--- config.mk ---
export PLATFORM = sky130hd
export DESIGN_NAME = ov7670_config_sequencer_flat
export DESIGN_NICKNAME = d
export VERILOG_FILES = /design/src/rtl/ov7670_config_sequencer_if.sv /design/src/rtl/ov7670_config_sequencer.sv /design/src/flat_wrapper.sv
export SDC_FILE = /design/constraint.sdc
export NUM_CORES = 1
export LEC_CHECK = 0
export BUFFER_PORTS_ARGS = -buffer_cell sky130_fd_sc_hd__clkbuf_2
export CORE_MARGIN = 2
export CORE_UTILIZATION = 40
export DETAILED_ROUTE_END_ITERATION = 8
export GPL_ROUTABILITY_DRIVEN = 1
export PLACE_DENSITY = 0.63
export SLEW_MARGIN = 40
export SYNTH_ARGS = -nofsm -noshare
export SYNTH_HDL_FRONTEND = slang
export SYNTH_SLANG_ARGS = --single-unit
--- constraint.sdc ---
create_clock -name clk -period 2 [get_ports clk]
set_input_delay 0.1 -clock clk [delete_from_list [all_inputs] [get_ports clk]]
set_output_delay 0.1 -clock clk [all_outputs]
set_load 0.03 [all_outputs]
--- src/rtl/ov7670_config_sequencer_if.sv ---
// ----------------------------------------------------------------------------
// ov7670_config_sequencer_if
//
// Register-write handshake between the OV7670 configuration sequencer and the
// SCCB write controller.
//   wr_req       sequencer -> controller : write request, held until wr_ack
//   wr_reg_addr  sequencer -> controller : register address, stable until wr_done
//   wr_reg_data  sequencer -> controller : register data, stable until wr_done
//   wr_ack       controller -> sequencer : request accepted
//   wr_done      controller -> sequencer : one-cycle pulse, transaction finished
//   wr_nack      controller -> sequencer : slave NACK, meaningful with wr_done
// modport master is the sequencer side, modport slave the controller side.
// ----------------------------------------------------------------------------
interface ov7670_config_sequencer_if;
  logic       wr_req;
  logic [7:0] wr_reg_addr;
  logic [7:0] wr_reg_data;
  logic       wr_ack;
  logic       wr_done;
  logic       wr_nack;

  modport master (
    output wr_req, wr_reg_addr, wr_reg_data,
    input  wr_ack, wr_done, wr_nack
  );

  modport slave (
    input  wr_req, wr_reg_addr, wr_reg_data,
    output wr_ack, wr_done, wr_nack
  );
endinterface

--- src/rtl/ov7670_config_sequencer.sv ---
// ----------------------------------------------------------------------------
// ov7670_config_sequencer
//
// Walks the OV7670 register-configuration ROM and hands each address/data pair
// to the SCCB write controller. 16'hFFFF ends the table, 16'hFFF0 inserts a
// settle delay of DELAY_CYCLES clocks. NACKed writes are retried up to
// MAX_RETRIES extra times before the pass is abandoned.
//
// Ports
//   clk                clock, rising edge
//   reset              asynchronous active-low reset
//   i_start            one-cycle pulse, starts a pass when idle
//   o_rom_addr         ROM address (ROM answers one cycle later)
//   i_rom_dout         ROM data: [15:8] register address, [7:0] register data
//   wr                 write handshake to the SCCB controller (master side)
//   o_busy             pass in progress
//   o_done             level, last pass completed
//   o_error            level, last pass ran out of retries
//   o_entries_written  ACKed writes in the current/last pass (saturating)
// ----------------------------------------------------------------------------
module ov7670_config_sequencer #(
  parameter int ROM_DEPTH    = 256,
  parameter int DELAY_CYCLES = 500_000,
  parameter int MAX_RETRIES  = 3
) (
  input  logic                             clk,
  input  logic                             reset,
  input  logic                             i_start,
  output logic [7:0]                       o_rom_addr,
  input  logic [15:0]                      i_rom_dout,
  ov7670_config_sequencer_if.master        wr,
  output logic                             o_busy,
  output logic                             o_done,
  output logic                             o_error,
  output logic [7:0]                       o_entries_written
);

  localparam logic [3:0] S_IDLE      = 4'd0;
  localparam logic [3:0] S_FETCH     = 4'd1;
  localparam logic [3:0] S_DECODE    = 4'd2;
  localparam logic [3:0] S_REQ       = 4'd3;
  localparam logic [3:0] S_WAIT_DONE = 4'd4;
  localparam logic [3:0] S_DELAY     = 4'd5;
  localparam logic [3:0] S_ADVANCE   = 4'd6;
  localparam logic [3:0] S_FINISH    = 4'd7;
  localparam logic [3:0] S_FAIL      = 4'd8;

  localparam logic [15:0] END_MARKER   = 16'hFFFF;
  localparam logic [15:0] DELAY_MARKER = 16'hFFF0;

  // Delay counter holds DELAY_CYCLES-1 down to 0, retry counter 0..MAX_RETRIES.
  localparam int DW = (DELAY_CYCLES > 1) ? $clog2(DELAY_CYCLES) : 1;
  localparam int RW = (MAX_RETRIES > 0) ? $clog2(MAX_RETRIES + 1) : 1;

  localparam logic [DW-1:0] DELAY_LOAD = DW'(DELAY_CYCLES - 1);
  localparam logic [RW-1:0] RETRY_MAX  = RW'(MAX_RETRIES);
  localparam logic [7:0]    LAST_ADDR  = 8'(ROM_DEPTH - 1);

  logic [3:0]    r_state;
  logic [7:0]    r_rom_addr;
  logic [RW-1:0] r_retry_cnt;
  logic [DW-1:0] r_delay_cnt;
  logic          r_wr_req;
  logic [7:0]    r_wr_reg_addr;
  logic [7:0]    r_wr_reg_data;
  logic          r_busy;
  logic          r_done;
  logic          r_error;
  logic [7:0]    r_entries_written;

  // NOTE: every register, including the datapath latches, is cleared by the
  // asynchronous reset so a reset mid-pass leaves no partial state behind and
  // wr_req falls without waiting for a clock edge.
  always_ff @(posedge clk or negedge reset) begin
    if (!reset) begin
      r_state           <= S_IDLE;
      r_rom_addr        <= '0;
      r_retry_cnt       <= '0;
      r_delay_cnt       <= '0;
      r_wr_req          <= 1'b0;
      r_wr_reg_addr     <= '0;
      r_wr_reg_data     <= '0;
      r_busy            <= 1'b0;
      r_done            <= 1'b0;
      r_error           <= 1'b0;
      r_entries_written <= '0;
    end else begin
      // NOTE: non-blocking assignments throughout, so every branch reads the
      // state as it was before this edge regardless of statement order.
      case (r_state)
        S_IDLE: begin
          if (i_start) begin
            r_rom_addr        <= '0;
            r_retry_cnt       <= '0;
            r_entries_written <= '0;
            r_done            <= 1'b0;
            r_error           <= 1'b0;
            r_busy            <= 1'b1;
            r_state           <= S_FETCH;
          end
        end

        // ROM data for the new address arrives one cycle after it changes.
        S_FETCH: r_state <= S_DECODE;

        S_DECODE: begin
          if (i_rom_dout == END_MARKER) begin
            r_state <= S_FINISH;
          end else if (i_rom_dout == DELAY_MARKER) begin
            r_delay_cnt <= DELAY_LOAD;
            r_state     <= S_DELAY;
          end else begin
            r_wr_reg_addr <= i_rom_dout[15:8];
            r_wr_reg_data <= i_rom_dout[7:0];
            r_wr_req      <= 1'b1;
            r_state       <= S_REQ;
          end
        end

        // A wr_done arriving before the ack is not ours and is ignored.
        S_REQ: begin
          if (wr.wr_ack) begin
            r_wr_req <= 1'b0;
            r_state  <= S_WAIT_DONE;
          end
        end

        S_WAIT_DONE: begin
          if (wr.wr_done) begin
            if (!wr.wr_nack) begin
              if (r_entries_written != 8'hFF) begin
                r_entries_written <= r_entries_written + 8'd1;
              end
              r_state <= S_ADVANCE;
            end else if (r_retry_cnt < RETRY_MAX) begin
              // Address/data registers are untouched, so the retry repeats
              // the exact same write.
              r_retry_cnt <= r_retry_cnt + RW'(1);
              r_wr_req    <= 1'b1;
              r_state     <= S_REQ;
            end else begin
              r_state <= S_FAIL;
            end
          end
        end

        S_DELAY: begin
          if (r_delay_cnt == '0) begin
            r_state <= S_ADVANCE;
          end else begin
            r_delay_cnt <= r_delay_cnt - DW'(1);
          end
        end

        // The last ROM index finishes the pass instead of wrapping to 0.
        S_ADVANCE: begin
          r_retry_cnt <= '0;
          if (r_rom_addr == LAST_ADDR) begin
            r_state <= S_FINISH;
          end else begin
            r_rom_addr <= r_rom_addr + 8'd1;
            r_state    <= S_FETCH;
          end
        end

        S_FINISH: begin
          r_done  <= 1'b1;
          r_busy  <= 1'b0;
          r_state <= S_IDLE;
        end

        S_FAIL: begin
          r_error <= 1'b1;
          r_busy  <= 1'b0;
          r_state <= S_IDLE;
        end

        default: r_state <= S_IDLE;
      endcase
    end
  end

  assign o_rom_addr        = r_rom_addr;
  assign wr.wr_req         = r_wr_req;
  assign wr.wr_reg_addr    = r_wr_reg_addr;
  assign wr.wr_reg_data    = r_wr_reg_data;
  assign o_busy            = r_busy;
  assign o_done            = r_done;
  assign o_error           = r_error;
  assign o_entries_written = r_entries_written;

endmodule

--- src/flat_wrapper.sv ---
// flat-port wrapper written by rule: the top's interface ports become plain ports
module ov7670_config_sequencer_flat 
#(
  parameter int ROM_DEPTH    = 256,
  parameter int DELAY_CYCLES = 500_000,
  parameter int MAX_RETRIES  = 3
)
  (clk, reset, i_start, o_rom_addr, i_rom_dout, o_busy, o_done, o_error, o_entries_written, wr_wr_req, wr_wr_reg_addr, wr_wr_reg_data, wr_wr_ack, wr_wr_done, wr_wr_nack);
  ov7670_config_sequencer_if wr_i ();
  input  logic clk;
  input  logic reset;
  input  logic i_start;
  output logic [7:0] o_rom_addr;
  input  logic [15:0] i_rom_dout;
  output logic o_busy;
  output logic o_done;
  output logic o_error;
  output logic [7:0] o_entries_written;
  output wire logic [$bits(wr_i.wr_req)-1:0] wr_wr_req;
  output wire logic [$bits(wr_i.wr_reg_addr)-1:0] wr_wr_reg_addr;
  output wire logic [$bits(wr_i.wr_reg_data)-1:0] wr_wr_reg_data;
  input wire logic [$bits(wr_i.wr_ack)-1:0] wr_wr_ack;
  input wire logic [$bits(wr_i.wr_done)-1:0] wr_wr_done;
  input wire logic [$bits(wr_i.wr_nack)-1:0] wr_wr_nack;
  assign wr_wr_req = wr_i.wr_req;
  assign wr_wr_reg_addr = wr_i.wr_reg_addr;
  assign wr_wr_reg_data = wr_i.wr_reg_data;
  assign wr_i.wr_ack = wr_wr_ack;
  assign wr_i.wr_done = wr_wr_done;
  assign wr_i.wr_nack = wr_wr_nack;
  ov7670_config_sequencer #(.ROM_DEPTH(ROM_DEPTH), .DELAY_CYCLES(DELAY_CYCLES), .MAX_RETRIES(MAX_RETRIES)) u_core (.clk(clk), .reset(reset), .i_start(i_start), .o_rom_addr(o_rom_addr), .i_rom_dout(i_rom_dout), .wr(wr_i), .o_busy(o_busy), .o_done(o_done), .o_error(o_error), .o_entries_written(o_entries_written));
endmodule
# Word level (Yosys, flattened, before mapping)
# Index checks and enable logic that the tools add are counted.
# word_totals
ff_bits	61
inputBits	22
word_cells	102
# classes
addsub	4
n_lt_le_gt_ge	1
n_eq_ne	25
n_mux	38
bitwise_logic	2
n_reduce_logical	21
# op_table
operator	count
$mux 19	3
$mux 8	5
$pmux 19 s2	1
$eq 16x16->1 const B	2
$pmux 8 s2	2
$mux 4	7
$pmux 4 s7	1
$logic_not 19->1	1
$sub 19x1->19 const B	1
$ne 2x2->1 const B	9
$add 8x1->8 const B	2
$eq 4x3->1 const B	4
$reduce_bool 2->1	6
$reduce_and 5->1	2
$eq 4x2->1 const B	2
$eq 8x8->1 const B	1
$mux 1	8
$mux 2	4
$ne 2x1->1 const B	4
$ne 8x8->1 const B	1
$reduce_and 4->1	2
$reduce_and 7->1	1
$mux 3	2
$pmux 1 s2	3
12 further kinds	17

# Depth between registers and ports, before layout
# logic_depth
ltp_word	5
ltp_mapped	8
mapped_depth_nobuf	7

# Least setup slack after synthesis
# OpenSTA, ideal clock, no wires.
# synth_path
path_type	register to register
startpoint	reg, netlist name u_core.o_rom_addr[0]
endpoint	reg u_core.r_busy, in the netlist u_core.o_busy
setup_time_ns	0.146
arrival_ns	1.815
path_slack_ns	0.039
path_stages_with_launch	8
n_path_buf	1
period_less_slack_ns	1.961
path_cell_list	dfrtp_1 -> ha_1 -> nand3_1 -> nor4_2 -> or2_1 -> buf_2 -> nor2b_1 -> a311oi_1
# synth_lines
element	line_no	rtl
end signal: assignment	ov7670_config_sequencer.sv:83	r_busy <= 1'b0;
end signal: assignment	ov7670_config_sequencer.sv:98	r_busy <= 1'b1;
end signal: assignment	ov7670_config_sequencer.sv:168	r_busy <= 1'b0;
end: declaration	ov7670_config_sequencer.sv:66	logic r_busy;

# Final worst setup path
# layout_path
startpoint	reg u_core.r_delay_cnt[0]
endpoint	reg u_core.r_delay_cnt[18]
# layout_via
elab_chain_len	3
elab_cells_between_ends	6
# layout_rtl
element	line_no	rtl
start: declaration	ov7670_config_sequencer.sv:62	logic [DW-1:0] r_delay_cnt;
start signal: assignment	ov7670_config_sequencer.sv:151	r_delay_cnt <= r_delay_cnt - DW'(1);
$sub 19x1->19 / $logic_not 19->1 (equally long branches)	ov7670_config_sequencer.sv:151, ov7670_config_sequencer.sv:148	
$mux 19 / $ne 2x2->1 (equally long branches)	--	
$pmux 19 s2 / $reduce_and 4->1 (equally long branches)	--	
# Parallel ways exist; a longest one is shown, timed or not. The select of a mux whose other input is x is not followed.
# A chain may end at the register's enable or synchronous reset.

==> out/results.ini <==
[outcome]
run_status=complete, no violations

[synthesis]
async_flop_share_pct=100.0
postSynth.topFlopCell=dfrtp_1
yosys-top-cells-area=dfrtp_1, mux2_2, nand2_1, nor2_1, o21ai_0
yosys.cell_types.count=64
synth_nets=344
netlist_area_sq_mm=0.003304
yosys_warnings=0
synth_top_cell_by_area=dfrtp_1
post-synth-top-area-fraction_pct=46.19
synth-edff-count=0
synth-seq-area-share_pct=46.19
syn_avg_cell_area_sq_um=10.39
synth.ff_latch_count=61
syn_inst=318

[clocking]
cts_num_sinks=61
cts.reportedPaths.clkPinSlew_ps=70
insertion_delay_ps=330
ctsLongestPathBuffers=2
cts_tree=done
tritoncts.num_buffers=9
cts_root_buffer=clkbuf_8
htree_levels=3

[place]
estimated_wirelength_of_the_detail_placed_design_um=5249
io_buffers=57
placed_area_sq_mm=0.003928
routability_cong=0.8094

[power_and_ir_drop]
peakVddDrop_uv=771.8
static-leakage-power_uw=0.001828
totalPowerFinal_uw=5049
power_density_mw_per_mm2=1190

[grt]
grt_busiest_layer=met2
first_pass_grt_wire_length_um=12540
grt_use_total_pct=17.63
grt_overflow=0
grt.met1_usage_pct=22.93
grt_start_max_net_pins=62
groute.layer.met2.usage_pct=28.49
grt_antenna_before_repair=0
grt_pass1_vias=2737
grt_use_met3_pct=4.070

[die]
die_x_um=94.89
placementRows=33
core_area_sq_mm=0.008093
io-pin-count=58
design.die.area_sq_mm=0.009004
die_h_um=94.89
initial_utilization_pct=40.83

[layout]
ff_latch_area_sq_mm=0.001528
finalCoreUtilization_pct=52.43
area_delta_synth_final_pct=28.40
fill_cells=751
mostFrequentLayoutCells=dfrtp_1, clkbuf_2, nand2_1
antenna_cells=0
final_cell_area_sq_mm=0.004243
multi_input_comb_area_sq_mm=0.001739
nets=437
layout.cells.most_common=dfrtp_1
layout-drive-gt1-share_pct=36.39

[critical_path]
critPathRequiredTime_ps=2230
cp-start-kind=register
setup.worst_path.end_class=register
cp_slowest_stage_delay_ps=460
worst-path-stages=7
timing_worst_setup_path_type=register to register
critical_path_buf_inv_count=1
critical_path.max_fanout=5
endpoint_arrival_time_on_the_critical_path_ps=2160
slowest_stage=or3b_4
r2r_cells=7
cp_cell_sequence=inv_2 -> ha_4 -> nor4b_4 -> or3b_4 -> nor3_4 -> nand3b_1 -> a21o_1
worst_path_dominant_cell_family=simple AND/OR/NAND/NOR gates

[routing]
initialDrtViolationCount=133
remaining_routing_drc_violations=0
drt_first_pass_iters=4
via_count_normalized_by_instance_count=5.302
drt.antenna.violating_nets=0
post_drt_wl_per_cell_um=13.96
vias=2757
routed_wl_um=7261

[timing]
setup_total_negative_slack_ps=0
relSlewSlack_pct=69.52
hold-worst-slack_ps=18.47
finalHoldViolCount=0
tightest_slew_ps=454.2
period_share_pct=96.39
drv_slew=0
post_route_skew_ps=7.237
setup_viol_count_final=0
timing.final.crit_period_ps=1928
timing.fmax_mhz=518.7

[worst_hold_path]
holdPathStages=2
worst_hold_class=input port to register

[flow_run]
max-cap-violations=0

## stage by stage
step,instances,setup WS [ps]
after floorplan,318,38.94
after global placement,499,99.47
after detailed placement,499,47.56
after CTS,518,49.51
after global routing,520,-23.17
final,520,72.22
## path summary, 6_finish.rpt
check / startpoint / endpoint / slack (ps)
worst max-delay path: u_core.r_delay_cnt[0]$_DFFE_PN0P_ / u_core.r_delay_cnt[18]$_DFFE_PN0P_ / 70
min in group asynchronous: reset / u_core.o_entries_written[4]$_DFFE_PN0P_ / 310
worst max register to register: u_core.r_delay_cnt[0]$_DFFE_PN0P_ / u_core.r_delay_cnt[18]$_DFFE_PN0P_ / 70
worst min register to register: u_core.r_retry_cnt[0]$_DFFE_PN0P_ / u_core.r_retry_cnt[0]$_DFFE_PN0P_ / 500
max in group asynchronous: reset / u_core.r_state[1]$_DFFE_PN0P_ / 1400
worst min-delay path: i_rom_dout[10] / u_core.wr.wr_reg_addr[2]$_DFFE_PN0P_ / 20
## per-layer routing
metal / up-vias / part of all wire, % / wire length (um)
li1: 1346 / - / -
met1: 1349 / 45 / 3295
met5: - / 0 / 0
met4: 0 / 1.6 / 116
met2: 53 / 50 / 3641
met3: 9 / 2.9 / 208
## power by group
group | leakage, uW | switching, uW | internal [uW]
logic | 0.00100 | 1200 | 916
clock network | 0.000101 | 475 | 632
registers | 0.000723 | 274 | 1550
## registers in the layout, indices dropped and copies added, names as in the netlist
register / cells
u_core.wr.wr_reg_data: 8
u_core.o_done: 1
u_core.o_busy: 1
u_core.o_rom_addr: 8
u_core.wr.wr_reg_addr: 8
u_core.wr.wr_req: 1
u_core.o_error: 1
u_core.r_state: 4
u_core.r_retry_cnt: 2
u_core.o_entries_written: 8
u_core.r_delay_cnt: 19
## cell families (layout without fill, tap and decap cells)
group / Yosys count / after routing / synth area share, %
AO/OA/AOI/OAI: 54 / 54 / 11.28
XOR/XNOR: 15 / 15 / 3.976
adder cells (fa/ha/maj): 4 / 4 / 1.515
buffers and inverters: 17 / 114 / 2.499
flip-flops: 61 / 61 / 46.19
multiplexers: 20 / 20 / 6.702
AND/OR/NAND/NOR: 147 / 147 / 27.83
## synthesized netlist by cell type (all sizes together) (2+ instances only)
master   instances
inv              5
nand3b           6
nor4             7
xor2             9
dfrtp           61
nand4bb          2
o41ai            3
o211ai           5
or4              3
nor2b            2
nand2           32
buf              9
a21o             2
nand3            9
and2             2
nand4b           2
xnor2            6
nor4b            5
nand2b           7
mux2i            3
ha               4
nor3            15
and3             4
a21oi           10
nor3b            2
nor2            29
clkbuf           3
and4             2
nand4            7
o21ai           21
or3              5
and3b            2
a21boi           2
mux2            17
a32oi            2
## cell type report
class,instances,area share [%]
well taps,105,3.096
inverters,5,0.4423
clock inverters,4,1.121
multi-input cells,240,40.99
flip-flops and latches,61,36.01
clock buffers,11,3.568
repair buffers,94,14.77
## repair_timing
| action | in CTS | in global routing |
|---|---|---|
| endpoints found under the setup margin | 0 | 16 |
| hold endpoints to repair | 64 | 0 |
| hold buffers | 4 | 0 |
| resized for setup | 0 | 12 |
| buffers inserted | 0 | 2 |
(Power assumes the default switching activity.)
